[src/rtl/rr_grant_ctrl_if.sv]
// Request/grant bundle between the requester blocks and the round-robin grant controller.
// master = requester side (drives req), slave = controller side (drives grant outputs).
interface rr_grant_ctrl_if #(
   parameter int unsigned N_REQ = 4,
   parameter int unsigned ID_W  = 2
) ();

   logic [N_REQ-1:0] req;
   logic [N_REQ-1:0] gnt;
   logic [ID_W-1:0]  gnt_id;
   logic             busy;
   logic             preempt;

   modport master (
      output req,
      input  gnt,
      input  gnt_id,
      input  busy,
      input  preempt
   );

   modport slave (
      input  req,
      output gnt,
      output gnt_id,
      output busy,
      output preempt
   );

endinterface

[src/rtl/rr_grant_ctrl.sv]
// Round-robin grant controller: rotating priority, bounded hold quantum while others wait,
// and a single dead cycle on the bus between consecutive owners. All outputs registered.
module rr_grant_ctrl #(
   parameter int unsigned N_REQ    = 4,
   parameter int unsigned ID_W     = 2,
   parameter int unsigned MAX_HOLD = 8,
   parameter int unsigned CNT_W    = 4
) (
   input logic         clk,
   input logic         n_rst,
   rr_grant_ctrl_if.slave bus
);

   typedef enum logic [1:0] {StIdle, StGrant, StRelease} state_e;

   localparam logic [CNT_W-1:0] HoldMax  = CNT_W'(MAX_HOLD);
   localparam logic [CNT_W-1:0] HoldLast = (MAX_HOLD == 0) ? '0 : CNT_W'(MAX_HOLD - 1);

   state_e           state_q, state_d;
   logic [N_REQ-1:0] gnt_q, gnt_d;
   logic [ID_W-1:0]  gnt_id_q, gnt_id_d;
   logic [ID_W-1:0]  last_q, last_d;
   logic [CNT_W-1:0] hold_cnt_q, hold_cnt_d;
   logic             busy_q, busy_d;
   logic             preempt_q, preempt_d;

   logic             win_found;
   logic [ID_W-1:0]  win_id;
   logic [ID_W-1:0]  scan_id;
   logic             owner_req;
   logic             others_req;
   logic             quantum_hit;

   // Rotating search: first set req bit starting just after the last owner, wrapping to 0.
   always_comb begin
      win_found = 1'b0;
      win_id    = '0;
      scan_id   = '0;
      for (int unsigned i = 1; i <= N_REQ; i++) begin
         scan_id = ID_W'((32'(last_q) + i) % N_REQ);
         if (!win_found && bus.req[scan_id]) begin
            win_found = 1'b1;
            win_id    = scan_id;
         end
      end
   end

   assign owner_req  = bus.req[gnt_id_q];
   assign others_req = (bus.req & ~gnt_q) != '0;
   // >= rather than == so a newcomer arriving after the counter saturated still gets a turn.
   assign quantum_hit = (MAX_HOLD != 0) && (hold_cnt_q >= HoldLast);

   // Next-state and registered-output computation.
   always_comb begin
      state_d    = state_q;
      gnt_d      = gnt_q;
      gnt_id_d   = gnt_id_q;
      last_d     = last_q;
      hold_cnt_d = hold_cnt_q;
      busy_d     = busy_q;
      preempt_d  = 1'b0;

      case (state_q)
         StIdle, StRelease: begin
            // RELEASE samples req on its closing edge, so handover costs exactly one zero cycle.
            if (win_found) begin
               state_d         = StGrant;
               gnt_d           = '0;
               gnt_d[win_id]   = 1'b1;
               gnt_id_d        = win_id;
               last_d          = win_id;
               hold_cnt_d      = '0;
               busy_d          = 1'b1;
            end else begin
               state_d = StIdle;
               gnt_d   = '0;
               busy_d  = 1'b0;
            end
         end
         StGrant: begin
            if (hold_cnt_q != HoldMax) begin
               hold_cnt_d = hold_cnt_q + 1'b1;
            end
            if (!owner_req) begin
               state_d = StRelease;
               gnt_d   = '0;
               busy_d  = 1'b0;
            end else if (quantum_hit && others_req) begin
               state_d   = StRelease;
               gnt_d     = '0;
               busy_d    = 1'b0;
               preempt_d = 1'b1;
            end
         end
         default: begin
            state_d = StIdle;
            gnt_d   = '0;
            busy_d  = 1'b0;
         end
      endcase
   end

   // State and output registers; reset clears the grant immediately, even mid-ownership.
   always_ff @(posedge clk or negedge n_rst) begin
      if (!n_rst) begin
         state_q    <= StIdle;
         gnt_q      <= '0;
         gnt_id_q   <= '0;
         last_q     <= ID_W'(N_REQ - 1);
         hold_cnt_q <= '0;
         busy_q     <= 1'b0;
         preempt_q  <= 1'b0;
      end else begin
         state_q    <= state_d;
         gnt_q      <= gnt_d;
         gnt_id_q   <= gnt_id_d;
         last_q     <= last_d;
         hold_cnt_q <= hold_cnt_d;
         busy_q     <= busy_d;
         preempt_q  <= preempt_d;
      end
   end

   assign bus.gnt     = gnt_q;
   assign bus.gnt_id  = gnt_id_q;
   assign bus.busy    = busy_q;
   assign bus.preempt = preempt_q;

endmodule

[src/flat_wrapper.sv]
// flat-port wrapper written by rule: the top's interface ports become plain ports
module rr_grant_ctrl_flat 
#(
   parameter int unsigned N_REQ    = 4,
   parameter int unsigned ID_W     = 2,
   parameter int unsigned MAX_HOLD = 8,
   parameter int unsigned CNT_W    = 4
)
  (clk, n_rst, bus_req, bus_gnt, bus_gnt_id, bus_busy, bus_preempt);
  rr_grant_ctrl_if #(.N_REQ(N_REQ), .ID_W(ID_W)) bus_i ();
  input logic clk;
  input logic n_rst;
  input wire logic [$bits(bus_i.req)-1:0] bus_req;
  output wire logic [$bits(bus_i.gnt)-1:0] bus_gnt;
  output wire logic [$bits(bus_i.gnt_id)-1:0] bus_gnt_id;
  output wire logic [$bits(bus_i.busy)-1:0] bus_busy;
  output wire logic [$bits(bus_i.preempt)-1:0] bus_preempt;
  assign bus_i.req = bus_req;
  assign bus_gnt = bus_i.gnt;
  assign bus_gnt_id = bus_i.gnt_id;
  assign bus_busy = bus_i.busy;
  assign bus_preempt = bus_i.preempt;
  rr_grant_ctrl #(.N_REQ(N_REQ), .ID_W(ID_W), .MAX_HOLD(MAX_HOLD), .CNT_W(CNT_W)) u_core (.clk(clk), .n_rst(n_rst), .bus(bus_i));
endmodule
[config.mk]
export PLATFORM = sky130hd
export DESIGN_NAME = rr_grant_ctrl_flat
export DESIGN_NICKNAME = d
export VERILOG_FILES = /design/src/rtl/rr_grant_ctrl_if.sv /design/src/rtl/rr_grant_ctrl.sv /design/src/flat_wrapper.sv
export SDC_FILE = /design/constraint.sdc
export NUM_CORES = 1
export LEC_CHECK = 0
export ABC_AREA = 1
export BUFFER_PORTS_ARGS = -buffer_cell sky130_fd_sc_hd__buf_2
export CAP_MARGIN = 5
export CORE_MARGIN = 10
export CORE_UTILIZATION = 50
export DETAILED_ROUTE_END_ITERATION = 6
export PLACE_DENSITY = 0.79
export SKIP_LAST_GASP = 1
export SYNTH_ARGS = -nofsm -noshare
export SYNTH_HDL_FRONTEND = slang
export SYNTH_SLANG_ARGS = --single-unit
[constraint.sdc]
create_clock -name clk -period 5.1 [get_ports clk]
set_clock_uncertainty 0.15 [all_clocks]
set_input_delay 0.765 -clock clk [delete_from_list [all_inputs] [get_ports clk]]
set_output_delay 0.765 -clock clk [all_outputs]
set_load 0.01 [all_outputs]
==> flow_metrics.tcl <==
set metrics [dict create \
    cts_resized 0 \
    coreArea_sq_mm 0.002022 \
    finalHoldViolCount 0 \
    start_kind "flip-flop" \
    ys_types 24 \
    diodes 0 \
    overflow 0 \
    drtIter0Drc 67 \
    run_status "complete, no violations" \
    crit_top_cell "nand2_2" \
    synth_top_family_by_area "simple AND/OR/NAND/NOR gates" \
    synthAdderAreaFrac 0.02268 \
    cts_tree "yes" \
    ys_ff_latch 16 \
    fp.dieH_um 66.98 \
    synth_xor_area_frac 0.007937 \
    postCtsHoldBufs 0 \
    syn-num-nets 157 \
    grt_usage 0.1179 \
    cts_made_buffers 3 \
    clockBufferDepth 2 \
    yosysMostFrequentCell "nand2_1" \
    die_w_um 66.98 \
    fin_tns_setup_ps 0 \
    synth_top_area_cell "dfrtp_1" \
    synth.area.top_cells "dfrtp_1, nand2_1, nand2_2, inv_1, dfstp_2" \
    rows 16 \
    insertion_delay_ps 290 \
    finalCriticalPeriod_ps 1852 \
    leakagePower_nw 0.6854 \
    r2r-start "u_core.last_q[0]" \
    rsz0062_at_grt "false" \
    setup_viol 0 \
    antenna_left 0 \
    r2r_slack_ps 3250 \
    clock-sinks 16 \
    peakVddDrop_uv 381.5 \
    cts_root_buf "clkbuf_4" \
    whs_ps 215.3 \
    finalCritPeriodShare 0.3631 \
    final_max_slew_viol_count 0 \
    synth_top_area_frac 0.3175 \
    worstMarginPinSlew_ps 412.6 \
    synthMuxAreaShare 0 \
    cp_slowest_stage_delay_ps 690 \
    power_density_mw_per_mm2 705.8 \
    drtPass1Iterations 4 \
    initial_utilization 0.5458 \
    critPathRequiredTime_ps 5140 \
    num_io_pins 14 \
    synth_edf_count 0 \
    grt_first_pass_wirelength_um 4188 \
    fin_nets 173 \
    async_reset_ff_frac 1.000 \
    slew_headroom 0.7220 \
    avgSynthCellArea_sq_um 7.406 \
    drive_above_1_share 0.3293 \
    max_freq_mhz 540.0 \
    viasPerCell 4.979 \
    critPathTopFamily "simple AND/OR/NAND/NOR gates" \
    crit_path_max_fanout 9 \
    cap_violations 0 \
    htree_levels 1 \
    crit_type "reg2reg" \
    synthSimpleGateAreaFrac 0.4218 \
    synth_cells 149 \
    dieArea_sq_mm 0.004486 \
    post_cts_buffers 0 \
    synth_warnings 0 \
    regArea_sq_um 402.9 \
    post_synth_instance_area_sq_mm 0.001104 \
    grt_pass1_vias 953 \
    antenna_found_initial 0 \
    worstHoldPathType "in2async" \
    cts.clk_slew.worst_paths_ps 90 \
    routabilityCongestion 0.8398 \
    reg2reg_depth 11 \
    timing.rr.end "u_core.hold_cnt_q[2]" \
    cp_slowest_cell "dfstp_2" \
    io_buffers 13 \
    cp_cell_sequence "inv_8, nand2_2, nand2_2, nand2_2, nand2_2, nor2_4, nand2_4, nand2_8, nand2_4, nand2_1, o21ai_2" \
    routed_wl_um 2342 \
    synth_compound_area_frac 0.08844 \
    seq_area_frac_synth 0.3651 \
    hpwl_um 1907 \
    critPathArrivalTime_ps 1890 \
    wl_per_cell_um 12.26 \
    cp_num_buf_inv 1 \
    end_kind "flip-flop" \
    grt_max_degree 17 \
    ys_top_cells_by_count "nand2_1, nand2_2, inv_1" \
    drc 0 \
    syn_to_final_growth_pct 10.54 \
    multi_input_area_sq_um 596.8 \
    synth_ff_type "dfrtp_1" \
    dr_total_vias 951 \
    n_fill_cell 179 \
]
==> through the flow <==
step,worst slack [ps],area [sq um],util,cells,total power [mW]
after global routing,3134,1220,0.6033,191,0.9539
after floorplan,3265,1104,-,149,0.6799
after detailed placement,3031,1184,0.5854,187,0.7826
after CTS,3244,1220,0.6033,191,0.8690
final,3248,1220,0.6033,191,0.8611
after global placement,3080,1184,0.5854,187,0.7638
==> layout by cell type, fill, tap and decap left out, drive strengths merged <==
cell type  count
nand2         72
inv           20
dfrtp         14
buf           13
o21ai         11
nor2          10
nand3          6
clkbuf         4
o22ai          3
nand4          3
nor3           2
ha             2
dfstp          2
a21oi          1
xor2           1
==> worst max path at each step <==
| stage | cells after the start | from | end |
|---|---|---|---|
| 2_1_floorplan | 10 | bus_req[3] | u_core.hold_cnt_q[2] |
| 3_3_place_gp | 11 | bus_req[3] | u_core.hold_cnt_q[2] |
| 3_5_place_dp | 11 | bus_req[3] | u_core.hold_cnt_q[2] |
| 4_1_cts | 11 | u_core.last_q[0] | u_core.hold_cnt_q[2] |
| 5_1_grt | 12 | u_core.last_q[0] | u_core.bus.gnt[2] |
| 6_report | 11 | u_core.last_q[0] | u_core.hold_cnt_q[2] |
==> power breakdown <==
part           switching [mW]  total [mW]  internal [mW]
sequential             0.0491       0.232          0.183
combinational           0.364       0.545          0.182
clock                  0.0406      0.0841         0.0435
==> sequential cells by signal, indices dropped and copies added, names as in the netlist <==
signal	flops
u_core.bus.gnt_id	2
u_core.state_q	2
u_core.hold_cnt_q	4
u_core.bus.busy	1
u_core.last_q	2
u_core.bus.preempt	1
u_core.bus.gnt	4
==> final cells by class <==
class,instances,share of cell area
Clock buffer,4,0.02974
Timing Repair Buffer,13,0.05333
Inverter,20,0.06974
Multi-Input combinational cell,111,0.4892
Sequential cell,16,0.3303
Tap cell,27,0.02769
==> metal layers <==
layer	wire length [um]	share of wire	track usage
met5	0	0	0
met4	28	0.012	0.04872
met3	143	0.061	0.03344
met2	1166	0.50	0.2002
met1	1005	0.43	0.1345
==> kinds of logic (layout without fill, tap and decap cells) <==
logic type	Yosys count	after routing
compound gates	15	15
simple gates	93	93
xor+xnor	1	1
flops	16	16
buf+inv	22	37
fa+ha+maj	2	2
(Power assumes the default switching activity.)
